`src/rtl/dmem_responder.sv`:
```
// Data-memory responder: turns core load/store requests into single SRAM word accesses.
// Define DMEM_MISALIGN_TRAP_EN to trap misaligned half/word accesses instead of issuing them.
module dmem_responder #(
    parameter int ADDR_W = 9
) (
    input  logic              clk,
    input  logic              rst_n,
    input  logic              MemRead,
    input  logic              MemWrite,
    input  logic [2:0]        Funct3,
    input  logic [31:0]       Addr,
    input  logic [31:0]       WrData,
    output logic [31:0]       RdData,
    output logic              Stall,
    output logic              MisalignErr,
    output logic              mem_req,
    output logic              mem_we,
    output logic [ADDR_W-1:0] mem_addr,
    output logic [3:0]        mem_be,
    output logic [31:0]       mem_wdata,
    input  logic [31:0]       mem_rdata,
    input  logic              mem_ack
);

    typedef enum logic [1:0] {IDLE, REQ, WAIT, DONE} state_t;

    state_t            state_q, state_d;
    logic              mem_req_q, mem_req_d;
    logic              mem_we_q, mem_we_d;
    logic [ADDR_W-1:0] mem_addr_q, mem_addr_d;
    logic [3:0]        mem_be_q, mem_be_d;
    logic [31:0]       mem_wdata_q, mem_wdata_d;
    logic [31:0]       rd_data_q, rd_data_d;
    logic [1:0]        off_q, off_d;
    logic [2:0]        funct3_q, funct3_d;
    logic              misalign_q, misalign_d;
    logic              trap;
    logic              unused_addr;

    function automatic logic [3:0] store_be(input logic [2:0] f3, input logic [1:0] off);
        case (f3[1:0])
            2'b00:   store_be = 4'b0001 << off;
            2'b01:   store_be = off[1] ? 4'b1100 : 4'b0011;
            default: store_be = 4'b1111;
        endcase
    endfunction

    function automatic logic [31:0] store_data(input logic [2:0] f3, input logic [31:0] wd);
        case (f3[1:0])
            2'b00:   store_data = {4{wd[7:0]}};
            2'b01:   store_data = {2{wd[15:0]}};
            default: store_data = wd;
        endcase
    endfunction

    function automatic logic [31:0] load_ext(input logic [2:0] f3, input logic [1:0] off,
                                             input logic [31:0] rdata);
        logic [7:0]  b;
        logic [15:0] h;
        case (off)
            2'd0:    b = rdata[7:0];
            2'd1:    b = rdata[15:8];
            2'd2:    b = rdata[23:16];
            default: b = rdata[31:24];
        endcase
        h = off[1] ? rdata[31:16] : rdata[15:0];
        case (f3)
            3'b000:  load_ext = {{24{b[7]}}, b};
            3'b100:  load_ext = {24'h0, b};
            3'b001:  load_ext = {{16{h[15]}}, h};
            3'b101:  load_ext = {16'h0, h};
            default: load_ext = rdata;
        endcase
    endfunction

`ifdef DMEM_MISALIGN_TRAP_EN
    // Undefined Funct3 encodings decode as word (Funct3[1] set), so they trap like lw/sw.
    assign trap = ((Funct3[1:0] == 2'b01) && Addr[0]) || (Funct3[1] && (Addr[1:0] != 2'b00));
`else
    assign trap = 1'b0;
`endif

    assign unused_addr = ^Addr[31:ADDR_W+2];

    always_comb begin
        state_d     = state_q;
        mem_req_d   = mem_req_q;
        mem_we_d    = mem_we_q;
        mem_addr_d  = mem_addr_q;
        mem_be_d    = mem_be_q;
        mem_wdata_d = mem_wdata_q;
        rd_data_d   = rd_data_q;
        off_d       = off_q;
        funct3_d    = funct3_q;
        misalign_d  = 1'b0;
        case (state_q)
            IDLE: begin
                if (MemRead || MemWrite) begin
                    mem_we_d    = MemWrite;
                    mem_addr_d  = Addr[ADDR_W+1:2];
                    mem_be_d    = MemWrite ? store_be(Funct3, Addr[1:0]) : 4'b1111;
                    mem_wdata_d = store_data(Funct3, WrData);
                    off_d       = Addr[1:0];
                    funct3_d    = Funct3;
                    if (trap) begin
                        state_d    = DONE;
                        misalign_d = 1'b1;
                        rd_data_d  = 32'h0;
                    end else begin
                        state_d   = REQ;
                        mem_req_d = 1'b1;
                    end
                end
            end
            REQ, WAIT: begin
                if (mem_ack) begin
                    mem_req_d = 1'b0;
                    state_d   = DONE;
                    if (!mem_we_q) begin
                        rd_data_d = load_ext(funct3_q, off_q, mem_rdata);
                    end
                end else begin
                    state_d = WAIT;
                end
            end
            DONE:    state_d = IDLE;
            default: state_d = IDLE;
        endcase
    end

    always_ff @(posedge clk or negedge rst_n) begin
        if (!rst_n) begin
            state_q     <= IDLE;
            mem_req_q   <= 1'b0;
            mem_we_q    <= 1'b0;
            mem_addr_q  <= '0;
            mem_be_q    <= 4'h0;
            mem_wdata_q <= 32'h0;
            rd_data_q   <= 32'h0;
            off_q       <= 2'b00;
            funct3_q    <= 3'b000;
            misalign_q  <= 1'b0;
        end else begin
            state_q     <= state_d;
            mem_req_q   <= mem_req_d;
            mem_we_q    <= mem_we_d;
            mem_addr_q  <= mem_addr_d;
            mem_be_q    <= mem_be_d;
            mem_wdata_q <= mem_wdata_d;
            rd_data_q   <= rd_data_d;
            off_q       <= off_d;
            funct3_q    <= funct3_d;
            misalign_q  <= misalign_d;
        end
    end

    // The core must see Stall drop in the same cycle the result is presented.
    assign Stall       = (MemRead || MemWrite) && (state_q != DONE);
    assign RdData      = rd_data_q;
    assign MisalignErr = misalign_q;
    assign mem_req     = mem_req_q;
    assign mem_we      = mem_we_q;
    assign mem_addr    = mem_addr_q;
    assign mem_be      = mem_be_q;
    assign mem_wdata   = mem_wdata_q;

endmodule

```
`config.mk`:
```
export PLATFORM = sky130hd
export DESIGN_NAME = dmem_responder
export DESIGN_NICKNAME = d
export VERILOG_FILES = /design/src/rtl/dmem_responder.sv
export SDC_FILE = /design/constraint.sdc
export NUM_CORES = 1
export LEC_CHECK = 0
export ABC_AREA = 1
export BUFFER_PORTS_ARGS = -buffer_cell sky130_fd_sc_hd__buf_2
export CAP_MARGIN = 20
export CORE_MARGIN = 2
export CORE_UTILIZATION = 30
export CTS_BUF_LIST = sky130_fd_sc_hd__clkbuf_8
export CTS_CLUSTER_DIAMETER = 200
export CTS_CLUSTER_SIZE = 40
export DETAILED_ROUTE_END_ITERATION = 6
export PLACE_DENSITY = 0.64
export SYNTH_ARGS = -nofsm -noshare
export SYNTH_HDL_FRONTEND = slang
export SYNTH_SLANG_ARGS = --single-unit
```
`constraint.sdc`:
```
create_clock -name clk -period 2.17 [get_ports clk]
set_input_delay 0.434 -clock clk [delete_from_list [all_inputs] [get_ports clk]]
set_output_delay 0.434 -clock clk [all_outputs]
set_load 0.01 [all_outputs]
```
**Word-level counts from Yosys, hierarchy flattened**

Index checks and enable logic that the tools add are counted.

- Equal/unequal tests: 12
- Shifts and indexed selects: 1
- Multiplexer cells: 13
- Bitwise logic cells: 1
- Reductions and logical operators: 11

Operator list:

| cell | number |
|---|---|
| case mux 32 bit (4 select lines) | 1 |
| case mux 32 bit (2 select lines) | 1 |
| case mux 8 bit (3 select lines) | 1 |
| 2-to-1 mux 16 bit | 1 |
| 2-to-1 mux 4 bit | 2 |
| case mux 4 bit (2 select lines) | 1 |
| == test 2 x 1 -> 1 bit (second input constant) | 3 |
| == test 2 bit (second input constant) | 3 |
| == test 3 bit (second input constant) | 2 |
| zero test 2 bit | 3 |
| inequality test 2 bit (second input constant) | 3 |
| case mux 2 bit (3 select lines) | 1 |
| AND reduction 3 bit | 2 |
| << shifter 1 x 2 -> 4 bit (first input constant) | 1 |
| == test 3 x 1 -> 1 bit (second input constant) | 1 |
| zero test 3 bit | 1 |
| 2-to-1 mux 1 bit | 3 |
| 2-to-1 mux 2 bit | 1 |
| case mux 1 bit (2 select lines) | 1 |
| AND reduction 2 bit | 1 |
| nonzero test 2 bit | 1 |
| OR reduction 2 bit | 1 |
| logical AND 1 bit | 1 |
| logical OR 1 bit | 1 |
| NOT 1 bit | 1 |

- Bits in registers: 86
- Bits of input ports: 104
- Logic and storage cells: 47

**Longest topological paths before layout**

- Depth in word-level cells: 4
- Gate-level depth with buffers: 10
- Mapped depth without buffers: 9

**Worst setup path after synthesis**

No wires, ideal clock.

- Path kind: register to register
- From: reg state_q[0]
- To: reg rd_data_q[25], in the netlist RdData[25]
- Setup time: 0.073 ns
- Arrival: 1.437 ns
- Setup slack: 0.660 ns
- Stages on the path, launching flop included: 9
- Cells stage by stage: dfrtp_1 inv_1 ha_1 nand2_1 inv_1 nand2_1 clkbuf_1 a21oi_1 a21oi_2

- Cells in the longest elaborated chain, start to end: 3

RTL lines:

| element | RTL line | source |
|---|---|---|
| start, declared | 27 | `state_t state_q, state_d;` |
| start signal, assigned | 144 | `state_q <= state_d;` |
| == test 2 x 1 -> 1 bit / == test 2 bit (equally long branches) | 96 | `case (state_q)` |
| OR reduction 2 bit (*) | 96 |  |
| AND reduction 3 bit (no line) (*) | -- |  |
| end signal, assigned | 150 | `rd_data_q <= rd_data_d;` |
| end, declared | 33 | `logic [31:0] rd_data_q, rd_data_d;` |

Every way passes the cells marked *; elsewhere a longest branch is shown, timed or not.
A chain may end at the register's enable or synchronous reset.

**Final worst setup path**

- From: reg state_q[0]
- To: reg rd_data_q[0], in the netlist RdData[0]

The elaborated chain is that of the path after synthesis.

==> qor.csv <==
metric,value,unit
Simple-Gate Fraction of Synth Area,0.241,
worst clock skew,0.00646,ns
setup total negative slack,0,ns
Syn Std Cell Area,4150,um^2
CTS Sinks,86,
# diodes,0,
Synth Area in Compound Gates,0.168,
dpl cells,836,
library cells used by synthesis,28,
Bufs and invs on worst path,3,
number of routed nets with antenna violations,0,
largest family of logic cells by synthesized area,simple AND/OR/NAND/NOR gates,
mux cell area share after synthesis,0,
CP Cell Sequence,inv_1 > ha_1 > nand2_1 > inv_1 > nand2_1 > inv_1 > o211ai_1 > nand2_1,
CTS Buf Count,9,
Clock Pin Slew Worst Setup and Hold Paths,0.08,ns
largest cells by area after synthesis,"dfrtp_1, nand2_1, a21oi_1",
Buffers on Ports,162,
TritonRoute pass-1 iters,4,
Clock power frac,0.130,
Max Freq,0.510,GHz
Resize count post-CTS,0,
Initial DRC Count,312,
area delta synth->final,26.8,%
internal power,4.18,mW
sequential fraction of the synthesis area,0.518,
Final Hold Fails,0,
hold crit path type,primary input to flip-flop,
setup violators final,0,
Ports,185,
Comb pwr share,0.489,
average wire per standard cell,14.6,um
nets@finish,778,
Crit. End Element,flip-flop,
DRC Markers,0,
Final Max Tran Viols,0,
kind of critical path,flip-flop to flip-flop,
post-synth net total,627,
Post-Syn Area per Cell,7.97,um^2
FF/Latch Area,2150,um^2
unrepaired setup endpoints after global routing,false,
crit path launch type,flip-flop,
CTS root buf,clkbuf_8,
final WL,12500,um
Yosys reg bits,86,
Starting Density,0.310,
status,"finished, final reports clean",
Worst-Skew Late Latency,0.36,ns
Multi-input gate area,1730,um^2
crit-path max cell delay,0.55,ns
CP Data Required Time,2.47,ns
"Primary FF master, synth",dfrtp_1,
via count,3997,
Finished Layout Cells,853,
CTS H-tree depth,3,
CTS tree,built,
post-synth top area share,0.518,
Synth warnings,0,
Placeable Area,13400,um^2
Final Cycle Share,0.904,
CP max stage cell,inv_1,
"FFs w/ async S/R, synth",1.00,
Sw Share,0.446,
Critical Path AT,2.26,ns
largest net degree at the start of global routing,43,
HPWL after DPL,9090,um
max_cap viols,0,
die width,122,um
Worst Tran Pin Value,0.741,ns
ratio of routed vias to standard cells,4.69,
Rows,42,
Peak VDD IR,0.000614,V
most frequent cell after synthesis,nand2_1,
Slew HR,0.505,
Post-synth EDFFs,0,
CP max FO,22,
"Min Clock Period, post-route",1.96,ns
RD Place Congestion,0.870,
vias in the first global route,3750,
height of the die,122,um
"delay-heaviest family, CP",buffers and inverters,
Fillers,1452,
Die Area,14800,um^2
Seq pwr share,0.382,
pwr dens,1430,nW/um^2
Pleak,2.82,nW
"area leader, netlist",dfrtp_1,
"reg-to-reg slack, setup",0.21,ns
net switching power figure,3.36,mW
grt ovf,0,
all-layer global routing usage,0.172,
Post-Synth Adder-Cell Area,0.00603,
Post-Syn Instances,521,
share of layout cells above drive strength 1,0.301,
Max clock buf depth,2,
Synth top cells by count,"nand2_1, dfrtp_1, a21oi_1",
Synth Area in XOR/XNOR,0,
first-pass GRT wire length,19600,um
antenna violations before repair,1,
[flip-flops by register name (all words and copies together) (netlist names)]
name       count
mem_wdata     32
mem_be         4
mem_req        1
state_q        2
RdData        32
funct3_q       3
off_q          2
mem_we         1
mem_addr       9
[stage by stage]
step | setup slack [ns] | hold slack (ns) | util | instance area (um^2) | power, mW
4_1_cts | 0.234 | 0.241 | 0.393 | 5270 | 7.64
2_1_floorplan | 0.660 | 0.138 | - | 4150 | 5.30
5_1_grt | 0.0754 | 0.253 | 0.393 | 5270 | 8.22
6_report | 0.207 | 0.268 | 0.393 | 5270 | 7.54
3_5_place_dp | 0.259 | 0.404 | 0.380 | 5100 | 6.62
3_3_place_gp | 0.266 | 0.407 | 0.380 | 5100 | 6.55
[per-layer routing]
layer	wire length, um	track usage	vias to the layer above
li1	-	-	1989
met1	5600	0.228	1820
met2	5470	0.265	171
met3	1200	0.0548	15
met4	172	0.0596	2
met5	16	0	-
[final cells by class]
class / instances / share of cell area
Multi-Input combinational cell: 381 / 0.329
Sequential cell: 86 / 0.409
Clock buffer: 9 / 0.0235
Inverter: 23 / 0.0173
Tap cell: 176 / 0.0418
Clock inverter: 7 / 0.00665
Timing Repair Buffer: 171 / 0.173
[power groups by stage]
stage	sequential [mW]	combinational (mW)	clock [mW]
finish	2.88	3.69	0.978
global route	2.98	4.15	1.09
CTS	2.88	3.74	1.03
detailed placement	2.89	3.74	0
global placement	2.89	3.66	0
floorplan	3.13	2.18	0
[logic make-up (layout without fill, tap and decap cells)]
family,Yosys count,after routing
AND/OR/NAND/NOR,253,253
AO/OA/AOI/OAI,125,125
flip-flops,86,86
buffers and inverters,54,210
adder cells (fa/ha/maj),2,2
other,1,1
[repair_timing]
item | in CTS | in global routing
endpoints found under the hold margin | 5 | 0
buffers inserted | 0 | 0
hold buffers | 1 | 0
[worst reg2reg max path, stage by stage, from the launching register on]
cell	delay [ns]
dfrtp_1	0.35
inv_1	0.06
ha_1	0.32
nand2_1	0.10
inv_1	0.07
nand2_1	0.08
inv_1	0.55
o211ai_1	0.28
nand2_1	0.11
[layout by cell type, fill, tap and decap left out]
cell type / Yosys / layout
nand2_1: 187 / 187
buf_2: 10 / 161
dfrtp_1: 86 / 86
a21oi_1: 60 / 60
nor2_1: 43 / 43
o21ai_0: 27 / 27
inv_1: 19 / 22
nand3_1: 15 / 15
o21ai_1: 12 / 12
a21oi_2: 9 / 9
clkbuf_8: 0 / 9
a31oi_1: 8 / 8
o211ai_1: 7 / 7
buf_4: 3 / 7
inv_2: 3 / 3
clkinv_2: 0 / 3
nand2_4: 2 / 2
nor2_2: 3 / 2
ha_1: 2 / 2
buf_12: 1 / 2
nor2_4: 0 / 1
inv_6: 1 / 1
nand3_2: 1 / 1
a21oi_4: 1 / 1
o22ai_1: 1 / 1
nor3_1: 1 / 1
or2_2: 1 / 1
conb_1: 1 / 1
clkinv_4: 0 / 1
dlygate4sd3_1: 0 / 1
[final timing paths]
kind                        startpoint     endpoint  cells past startpoint
min in group asynchronous        rst_n    RdData[9]                      2
hold reg to reg            mem_addr[7]  mem_addr[7]                      2
hold / removal                 Addr[9]  mem_addr[7]                      3
setup / recovery            state_q[0]    RdData[0]                      8
max in group asynchronous        rst_n    RdData[2]                      3
setup reg to reg            state_q[0]    RdData[0]                      8
Power figures use the tool's default switching activity.
